**src/rtl/mult4_seq.sv**
```systemverilog
// rtl/mult4_seq.sv - 4x4 unsigned shift-add multiplier using an external 4-bit adder
module mult4_seq (
  input  logic       clk,
  input  logic       rst,
  input  logic       start,
  input  logic [3:0] a,
  input  logic [3:0] b,
  output logic       busy,
  output logic       done,
  output logic [7:0] product,
  output logic [3:0] add_x,
  output logic [3:0] add_y,
  output logic       add_cin,
  input  logic [3:0] add_z,
  input  logic       add_cout
);

  typedef enum logic [1:0] {
    IDLE = 2'd0,
    RUN  = 2'd1,
    DONE = 2'd2
  } state_t;

  state_t     state;
  logic [3:0] a_reg;
  logic [7:0] p;
  logic [1:0] cnt;
  logic [7:0] p_next;

  // One shift-add step: the adder result (with its carry as the new top bit)
  // replaces the upper half while the multiplier bits shift down.
  assign p_next = {add_cout, add_z, p[3:1]};

  // Adder operands are only live during RUN; held at zero otherwise.
  always_comb begin
    add_x   = 4'b0000;
    add_y   = 4'b0000;
    add_cin = 1'b0;
    if (state == RUN) begin
      add_x = p[7:4];
      add_y = p[0] ? a_reg : 4'b0000;
    end
  end

  // Control FSM with datapath registers and registered busy/done flags.
  always_ff @(posedge clk) begin
    if (rst) begin
      state   <= IDLE;
      cnt     <= 2'd0;
      a_reg   <= 4'd0;
      p       <= 8'd0;
      product <= 8'h00;
      busy    <= 1'b0;
      done    <= 1'b0;
    end else begin
      case (state)
        IDLE: begin
          done <= 1'b0;
          if (start) begin
            a_reg <= a;
            p     <= {4'b0000, b};
            cnt   <= 2'd0;
            state <= RUN;
            busy  <= 1'b1;
          end
        end
        RUN: begin
          p   <= p_next;
          cnt <= cnt + 2'd1;
          if (cnt == 2'd3) begin
            product <= p_next;
            state   <= DONE;
            busy    <= 1'b0;
            done    <= 1'b1;
          end
        end
        DONE: begin
          state <= IDLE;
          done  <= 1'b0;
        end
        default: begin
          state <= IDLE;
          busy  <= 1'b0;
          done  <= 1'b0;
        end
      endcase
    end
  end

endmodule

```
**config.mk**
```make
export PLATFORM = sky130hd
export DESIGN_NAME = mult4_seq
export DESIGN_NICKNAME = d
export VERILOG_FILES = /design/src/rtl/mult4_seq.sv
export SDC_FILE = /design/constraint.sdc
export NUM_CORES = 1
export LEC_CHECK = 0
export ABC_AREA = 0
export BUFFER_PORTS_ARGS = -buffer_cell sky130_fd_sc_hd__buf_2
export CELL_PAD_IN_SITES_DETAIL_PLACEMENT = 0
export CELL_PAD_IN_SITES_GLOBAL_PLACEMENT = 1
export CORE_ASPECT_RATIO = 1.4
export CORE_UTILIZATION = 36
export DETAILED_ROUTE_END_ITERATION = 7
export PLACE_DENSITY_LB_ADDON = 0.15
export SYNTH_ARGS = -nofsm -noshare
export SYNTH_HDL_FRONTEND = slang
export SYNTH_SLANG_ARGS = --single-unit
```
**constraint.sdc**
```tcl
create_clock -name clk -period 1.7 [get_ports clk]
set_input_delay 0.34 -clock clk [delete_from_list [all_inputs] [get_ports clk]]
set_output_delay 0.34 -clock clk [all_outputs]
set_load 0.01 [all_outputs]
```
== Yosys cells after proc, flatten, opt, wreduce, memory -nomap -nowiden ==
Cells that the tools add are included.
Storage, ports and cells
  input port bits: 16
  output and inout port bits: 19
  bits in registers: 26
Operators by class
  eq/ne operators: 5
  $add $sub $neg: 1
  reduce and logical (&&, ||, !) cells: 8
  bitwise gates (word level): 2
  multiplexer cells: 13
Operators by type and width (count)
  $pmux W8 S2: 1
  $mux W4: 3
  $mux W8: 1
  $pmux W2 S2: 2
  $reduce_and A2 Y1: 4
  $mux W2: 3
  $eq A2 B2 Y1 const B: 2
  $pmux W1 S3: 1
  $reduce_and A3 Y1: 1
  $add A2 B1 Y2 const B: 1
  $eq A2 B1 Y1 const B: 1
  $logic_not A2 Y1: 1
  $mux W1: 2
  $ne A2 B1 Y1 const B: 1
  $ne A2 B2 Y1 const B: 1
  $not A1 Y1: 2
  $reduce_bool A2 Y1: 1
  $reduce_or A2 Y1: 1

== Depth between registers and ports, before layout ==
Gate-level depths: netlist of the first run.
  depth in word-level cells: 3
  depth in mapped cells: 6
  mapped depth without buffers: 4

== Worst setup path after synthesis of the first run ==
Ideal clock, no wire load.
  path type: flip-flop to output port
  start point: register state[0]
  end point: output add_x[0]
  buffers on the path: 3
  data required time: 1.360 ns
  arrival: 1.003 ns
  cell stages (with the launch flop): 6
  path slack: 0.357 ns
  path through: dfxtp_1 > buf_6 > nor2b_1 > buf_4 > buf_4 > and2_1
Between the ends
  cells in the longest elaborated chain, start to end: 2
Ends and longest elaborated chain
  start, declared: line 24  | state_t state;
  start signal, assigned: line 48  | state <= IDLE;
  start signal, assigned: line 63  | state <= RUN;
  start signal, assigned: line 72  | state <= DONE;
  $eq A2 B1 Y1: line 39  | if (state == RUN) begin
  $mux W4: line 39
  end, declared: line 11  | output logic [3:0] add_x,
Every way passes these cells.

== Worst setup path after layout of the first run ==
  start point: register state[0]
  end point: output add_y[1]
Between the ends
  cells in the longest elaborated chain, start to end: 2
Ends and longest elaborated chain
  $eq A2 B1 Y1: line 39
  $mux W4: line 39
  end, declared: line 12  | output logic [3:0] add_y,
Every way passes these cells.

==> results by group, run 1 <==
Outcome
  – Run status: finished clean

Floorplan
  – Die Y: a little under 70 um
  – Core Region: between 0.002 and 0.003 mm2
  – Die width: roughly 49 um
  – Starting density of the core: 38.2%
  – Die Area: 0.00331 mm2
  – Number of ports placed on the die boundary: 35
  – Cell row count: 23

GRT
  – Overflow after GRT: 0
  – Via count of the first global-routing pass: 825
  – Largest net degree at the start of global routing: 27
  – GR Util All Layers: 14.3%
  – Wire length of the first global-routing pass: about 3700 um
  – Initial antenna violation count: 0

Detailed routing
  – Per-cell routed wire length: 11.8 um
  – Routed via count: around 900
  – Mean number of vias per cell: 4.77
  – ANT nets after route: 0
  – DRC violation total after the first TritonRoute iteration: 31
  – Count of unresolved DRC violations after routing: 0
  – Aggregate routed wire length: between 2000 and 2500 um
  – Iteration count of the initial detailed-routing pass: 5

Cells and area
  – Share of layout cells above drive strength 1: 33.5%
  – Final design area excluding fillers: 0.00136 mm2
  – Number of nets in the layout: approximately 170
  – Area occupied by multi-input gates: roughly 520 um2
  – Final antenna diode count: 0
  – Area Overhead vs Synth: 22.5%
  – Final Instance Count excl. Fillers: 192
  – Number of filler instances in the final layout: 317
  – Footprint of the flip-flops and latches: 526 um2

STA
  – Slew @ Worst Pin: about 540 ps
  – Period utilization: 96.5%
  – Sum of negative setup slack: 0 ps
  – Fin. max-slew vios: 0
  – Post-Route Skew: ~1.3 ps
  – Relative max-transition margin: 63.7%
  – Number of setup violations in the final report: 0
  – Final number of hold-violating endpoints: 0
  – Maximum achievable frequency: 609 MHz
  – Setup repair after global routing missed its margin: false
  – Minimum clock period after layout: 1640 ps

Yosys
  – Mapped Nets: 143
  – Post-synthesis area per instance: 8.81 um2
  – Multiplexer share of the synthesized area: 0.902%
  – Cell Area, Synth: approximately 0.0011 mm2
  – Total of warnings raised by yosys: 0
  – Register bit count reported by yosys: 26
  – Cell count after synthesis: 126
  – Area share of and/or/nand/nor cells after synthesis: between 30% and 40%
  – Largest family of logic cells by synthesized area: simple AND/OR/NAND/NOR gates
  – Adder-cell share of the synthesized area: 1.13%
  – Number of library cell types mapped by synthesis: 28
  – Xor and xnor area share after synthesis: 0%
  – Seq/Total Area, Yosys: a little under half
  – Compound-gate portion of the synthesized area: 11.3%

Pwr
  – Net switching power: 0.000297 W
  – Int Pwr: 0.00102 W
  – Clock power share: approximately two fifths
  – Overall Power: 0.00131 W
  – Sequential fraction of design power: 50.0%
  – Combinational fraction of design power: 11.2%
  – Cell Pwr Density: 965 mW/mm2
  – Net switching share of the total power: 22.6%
  – Leakage Power: 0.596 nW
  – Max IR drop VDD: roughly 0.51 mV

CTS
  – H-tree depth: 1
  – Number of buffers created by CTS: 3
  – CTS clk-pin slew, worst paths: 90 ps
  – Clock network latency to the later pin of the worst-skew pair: roughly 270 ps
  – Buffer depth of the longest clock path: 2
  – Post-CTS Setup Bufs: 0
  – Hold-fix buffers at CTS: 0
  – Clock root buffer master: sky130_fd_sc_hd__clkbuf_8
  – TritonCTS clock tree: built
  – Post-CTS resize count: 2
  – # clock sinks: 26

Critical path
  – Required @ worst endpoint: 1360 ps
  – Critical path arrival: 1300 ps
  – Kind of end point of the critical path: primary output
  – Critical path type: register to primary output
  – Critical-path maximum fanout: 26
  – Critical Path Source Type: register

Run
  – Total of max-cap violations: 0

Place
  – HPWL Detailed: 1590 um
  – Total placed cells including tap cells: 188
  – Post-DP Area: 0.00128 mm2
  – Routability cong.: 0.716
  – Quantity of I/O buffers inserted on ports: 33

Min path
  – Hold/Removal Path Class: input port to register
## worst max-delay path: stages, from the launching register on
cell and delay [ps]:
sky130_fd_sc_hd__dfxtp_4 390, sky130_fd_sc_hd__nor2b_4 180, sky130_fd_sc_hd__buf_12 160, sky130_fd_sc_hd__and3_1 170
sky130_fd_sc_hd__buf_2 120
## area by class of cell
class,count,area share (%)
clock inverters,1,2.21
flip-flops and latches,26,38.6
repair buffers,35,14.2
multi-input cells,90,38.5
well taps,37,3.40
clock buffers,3,3.04
## kinds of logic (layout without fill, tap and decap cells)
logic type / Yosys count / in the layout
AND/OR/NAND/NOR: 66 / 66
flip-flops: 26 / 26
AO/OA/AOI/OAI: 21 / 21
buffers and inverters: 10 / 39
adder cells (fa/ha/maj): 1 / 1
other: 1 / 1
multiplexers: 1 / 1
## path summary, 6_finish.rpt
check             startpoint         end  slack (ps)  cells past startpoint
setup / recovery    state[0]    add_y[1]          60                      4
hold / removal          a[2]    a_reg[2]         300                      3
setup reg to reg    state[1]        p[0]         430                      3
hold reg to reg   product[2]  product[2]         460                      2
## synth_stat cells
master                     number  area share, %
sky130_fd_sc_hd__nor2b_1        1           0.56
sky130_fd_sc_hd__nor4_2         4            4.5
sky130_fd_sc_hd__nor3_1         5            2.3
sky130_fd_sc_hd__nor2_2         5            2.8
sky130_fd_sc_hd__a21o_1         1           0.68
sky130_fd_sc_hd__nor3b_1        1           0.68
sky130_fd_sc_hd__ha_1           1            1.1
sky130_fd_sc_hd__a21oi_1       13            5.9
sky130_fd_sc_hd__buf_4          3            2.0
sky130_fd_sc_hd__conb_1         1           0.34
sky130_fd_sc_hd__buf_1          2           0.68
sky130_fd_sc_hd__a22oi_1        5            3.4
sky130_fd_sc_hd__clkbuf_1       1           0.34
sky130_fd_sc_hd__and3_1         4            2.3
sky130_fd_sc_hd__nor3b_2        1            1.1
sky130_fd_sc_hd__o21bai_1       1           0.68
sky130_fd_sc_hd__dfxtp_1       26             47
sky130_fd_sc_hd__and2_1         4            2.3
sky130_fd_sc_hd__nand2b_1       4            2.3
sky130_fd_sc_hd__buf_6          3            3.0
sky130_fd_sc_hd__nand2_1       16            5.4
sky130_fd_sc_hd__nand3b_1       1           0.68
sky130_fd_sc_hd__mux2i_1        1           0.90
sky130_fd_sc_hd__nand3_1        8            3.6
sky130_fd_sc_hd__or3b_1         1           0.79
sky130_fd_sc_hd__buf_2          1           0.45
sky130_fd_sc_hd__nor2_1        11            3.7
sky130_fd_sc_hd__o21a_1         1           0.68
## cells in the final DEF, fill, tap and decap left out
cell type                   instances
sky130_fd_sc_hd__conb_1             1
sky130_fd_sc_hd__and3_1             4
sky130_fd_sc_hd__nor2b_4            1
sky130_fd_sc_hd__nor2_2             5
sky130_fd_sc_hd__dfxtp_1           24
sky130_fd_sc_hd__or3b_1             1
sky130_fd_sc_hd__nor3b_1            1
sky130_fd_sc_hd__buf_2             33
sky130_fd_sc_hd__and2_1             4
sky130_fd_sc_hd__ha_1               1
sky130_fd_sc_hd__nor3_1             5
sky130_fd_sc_hd__nor4_2             4
sky130_fd_sc_hd__nand2_1           16
sky130_fd_sc_hd__o21bai_1           1
sky130_fd_sc_hd__bufinv_16          1
sky130_fd_sc_hd__o21a_1             1
sky130_fd_sc_hd__a22oi_1            5
sky130_fd_sc_hd__a21o_1             1
sky130_fd_sc_hd__nand2b_1           4
sky130_fd_sc_hd__dfxtp_4            1
sky130_fd_sc_hd__dfxtp_2            1
sky130_fd_sc_hd__nand3_1            8
sky130_fd_sc_hd__buf_12             1
sky130_fd_sc_hd__nand3b_1           1
sky130_fd_sc_hd__mux2i_1            1
sky130_fd_sc_hd__clkbuf_8           3
sky130_fd_sc_hd__nor2_1            11
sky130_fd_sc_hd__nor3b_2            1
sky130_fd_sc_hd__buf_4              1
sky130_fd_sc_hd__a21oi_1           13
## per-stage QoR
step / utilization [%] / worst slack, ps / hold slack (ps)
5_1_grt: 46.8 / 0.666 / 294
3_5_place_dp: 43.9 / 187 / 445
2_1_floorplan: - / 357 / 432
3_3_place_gp: 43.9 / 238 / 437
6_report: 46.8 / 58.7 / 297
4_1_cts: 46.5 / 9.21 / 297
## metal layers
metal | up-vias | share of wire, % | GRT usage [%]
met3 | 2 | 4.8 | 1.58
met5 | - | 0 | 0
li1 | 483 | - | -
met1 | 404 | 46 | 16.9
met2 | 26 | 49 | 26.4
met4 | 0 | 0.62 | 5.51
## power by group through the flow
stage | Combinational, W | Clock, W | Sequential [W]
floorplan | 0.000116 | 0 | 0.000664
global placement | 0.000143 | 0 | 0.000669
detailed placement | 0.000146 | 0 | 0.000671
CTS | 0.000148 | 0.000519 | 0.000657
global route | 0.000165 | 0.000553 | 0.000660
finish | 0.000147 | 0.000509 | 0.000657
No activity file was read; power rests on OpenSTA's default activity.
==> inputs of run 2 (changes only) <==
CORE_UTILIZATION = 32   (was 36)
REMOVE_ABC_BUFFERS = 1   (was unset)
clock period = 1.45 ns   (was 1.7 ns; I/O delays follow)
==> run 2 against run 1 <==
Against the previous run:
- the run now ends with negative setup slack left
- global-route usage grew 1.2 points
- cell area rose by 15%
- sequential share of layout area down 5.0 points
- register-to-register slack worse by 280 ps
- hold slack got worse by 48 ps
- worst setup slack got worse by 84 ps
- first-iteration DRC count down 77%
- die area grew 12%
- critical path type unchanged
- highest routed layer unchanged
==> results by group, run 2 (same netlist as run 1, synthesis figures left out) <==
Outcome
  – Run status: complete, but fails checks
  – Violations in the final reports: negative setup slack

Pwr
  – Clock power share: 37.5%
  – Leakage Power: 0.670 nW
  – Int Pwr: 0.00123 W
  – Max IR drop VDD: 0.635 mV
  – Net switching power: 0.000362 W
  – Cell Pwr Density: slightly above 1000 mW/mm2
  – Sequential fraction of design power: 48.1%
  – Net switching share of the total power: 22.7%
  – Combinational fraction of design power: 14.4%

Critical path
  – Critical path arrival: 1180 ps
  – Critical Path Source Type: register
  – Setup slack on the worst flop-to-flop path: 150 ps
  – Launching point of the worst reg2reg path: state[1]
  – Critical path type: register to primary output
  – Depth of the worst register-to-register path: 4
  – Worst reg2reg endpoint: p[2]
  – Critical-path maximum fanout: 5
  – Required @ worst endpoint: 1160 ps
  – Kind of end point of the critical path: primary output

Place
  – Quantity of I/O buffers inserted on ports: 33
  – Routability cong.: between 0.6 and 0.7
  – Post-placement setup slack: 130 ps
  – Total placed cells including tap cells: 194
  – HPWL Detailed: 1770 um

Detailed routing
  – ANT nets after route: 0
  – DRC violation total after the first TritonRoute iteration: 7
  – Iteration count of the initial detailed-routing pass: 4
  – Routed via count: 998
  – Aggregate routed wire length: 2650 um
  – Count of unresolved DRC violations after routing: 0
  – Mean number of vias per cell: 4.80
  – Per-cell routed wire length: between 10 and 15 um

CTS
  – Clock root buffer master: sky130_fd_sc_hd__clkbuf_8
  – # clock sinks: 26
  – Buffer depth of the longest clock path: 2
  – CTS clk-pin slew, worst paths: 90 ps
  – Hold-fix buffers at CTS: 0
  – Number of buffers created by CTS: 3
  – TritonCTS clock tree: built
  – Clock network latency to the later pin of the worst-skew pair: 270 ps
  – H-tree depth: 1

Run
  – Total of max-cap violations: 0

Cells and area
  – Final cell utilization of the core: between 40% and 50%
  – Share of layout cells above drive strength 1: between 40% and 50%
  – Most frequent standard cell in the layout excluding fill and tap cells: sky130_fd_sc_hd__buf_2
  – Area Overhead vs Synth: 40.7%
  – Most frequent cells in the layout: 25 x sky130_fd_sc_hd__buf_2, 24 x sky130_fd_sc_hd__dfxtp_1, 16 x sky130_fd_sc_hd__nand2_1, 13 x sky130_fd_sc_hd__a21oi_1, 12 x sky130_fd_sc_hd__buf_4
  – Final Instance Count excl. Fillers: 208
  – Final antenna diode count: 0
  – Number of nets in the layout: between 150 and 200

STA
  – Post-Route Skew: 8.80 ps
  – Minimum clock period after layout: 1470 ps
  – Final setup slack of the worst path: -24.9 ps
  – Number of setup violations in the final report: 4
  – Sum of negative setup slack: -86.7 ps
  – Slew @ Worst Pin: around 520 ps
  – Maximum achievable frequency: a little under 700 MHz
  – Relative max-transition margin: approximately two thirds
  – Fin. max-slew vios: 0
  – Period utilization: 102%
  – Final number of hold-violating endpoints: 0
  – Setup repair after global routing missed its margin: true

GRT
  – Initial antenna violation count: 0
  – Via count of the first global-routing pass: 953
  – GR Util All Layers: between 15 and 20%
  – Largest net degree at the start of global routing: 27
  – Overflow after GRT: 0
  – Wire length of the first global-routing pass: 4280 um

Floorplan
  – Number of ports placed on the die boundary: 35
  – Cell row count: 24
  – Die Area: 0.00371 mm2
  – Die width: 51.8 um
  – Core Region: 0.00321 mm2
  – Die Y: 71.7 um
  – Starting density of the core: 34.5%

Min path
  – End point of the most critical hold path: a_reg[0]
  – Hold/Removal Path Class: input port to register
  – Worst hold path cell count: 3
  – Startpoint of the lowest-slack hold path: a[0]
## run 2: power groups by stage
stage / clock network [W] / registers [W] / logic [W]
floorplan: 0 / 0.000781 / 0.0000995
global placement: 0 / 0.000782 / 0.000181
detailed placement: 0 / 0.000783 / 0.000184
CTS: 0.000617 / 0.000765 / 0.000216
global route: 0.000646 / 0.000771 / 0.000252
finish: 0.000597 / 0.000767 / 0.000230
## run 2: worst max-delay path by stage
| stage | end | cells past startpoint | slack (ps) | start |
|---|---|---|---|---|
| finish | add_y[3] | 4 | -20 | state[0] |
| global route | add_y[1] | 4 | -80 | state[0] |
| CTS | add_y[0] | 4 | -20 | state[0] |
| detailed placement | add_y[0] | 4 | 130 | state[1] |
| global placement | p[0] | 4 | 140 | start |
| floorplan | add_y[0] | 2 | -400 | state[0] |
## run 2: repair_timing
action / in CTS / in global routing
endpoints found under the setup margin: 8 / 16
gates cloned: 1 / 0
pin swaps: 0 / 4
resized for setup: 7 / 17
buffers inserted: 7 / 2
endpoints found under the hold margin: 0 / 0
## run 2: final cells by class
cell class	instances	area, um2
fillers	323	1650
well taps	39	48.8
clock buffers	3	41.3
clock inverters	1	30.0
flip-flops and latches	26	526
multi-input cells	90	557
repair buffers	49	359
## run 2: routing by layer
layer / vias up / track usage [%] / wire (um)
met5: - / 0 / 0
met4: 0 / 7.21 / 24
met3: 2 / 2.55 / 92
met2: 25 / 26.1 / 1340
met1: 460 / 18.9 / 1200
li1: 511 / - / -
## run 2: per-stage QoR
stage	cell area, um2	total power [W]	hold slack, ps
2_1_floorplan	1040	0.000881	357
5_1_grt	1560	0.00167	244
3_3_place_gp	1310	0.000963	438
4_1_cts	1460	0.00160	242
3_5_place_dp	1310	0.000967	452
6_report	1560	0.00159	249
## run 2: critical path: stages (launching register included)
cell and delay (ps):
sky130_fd_sc_hd__dfxtp_2 340, sky130_fd_sc_hd__nor2b_4 170, sky130_fd_sc_hd__buf_6 130, sky130_fd_sc_hd__and3_4 180, sky130_fd_sc_hd__buf_6 90
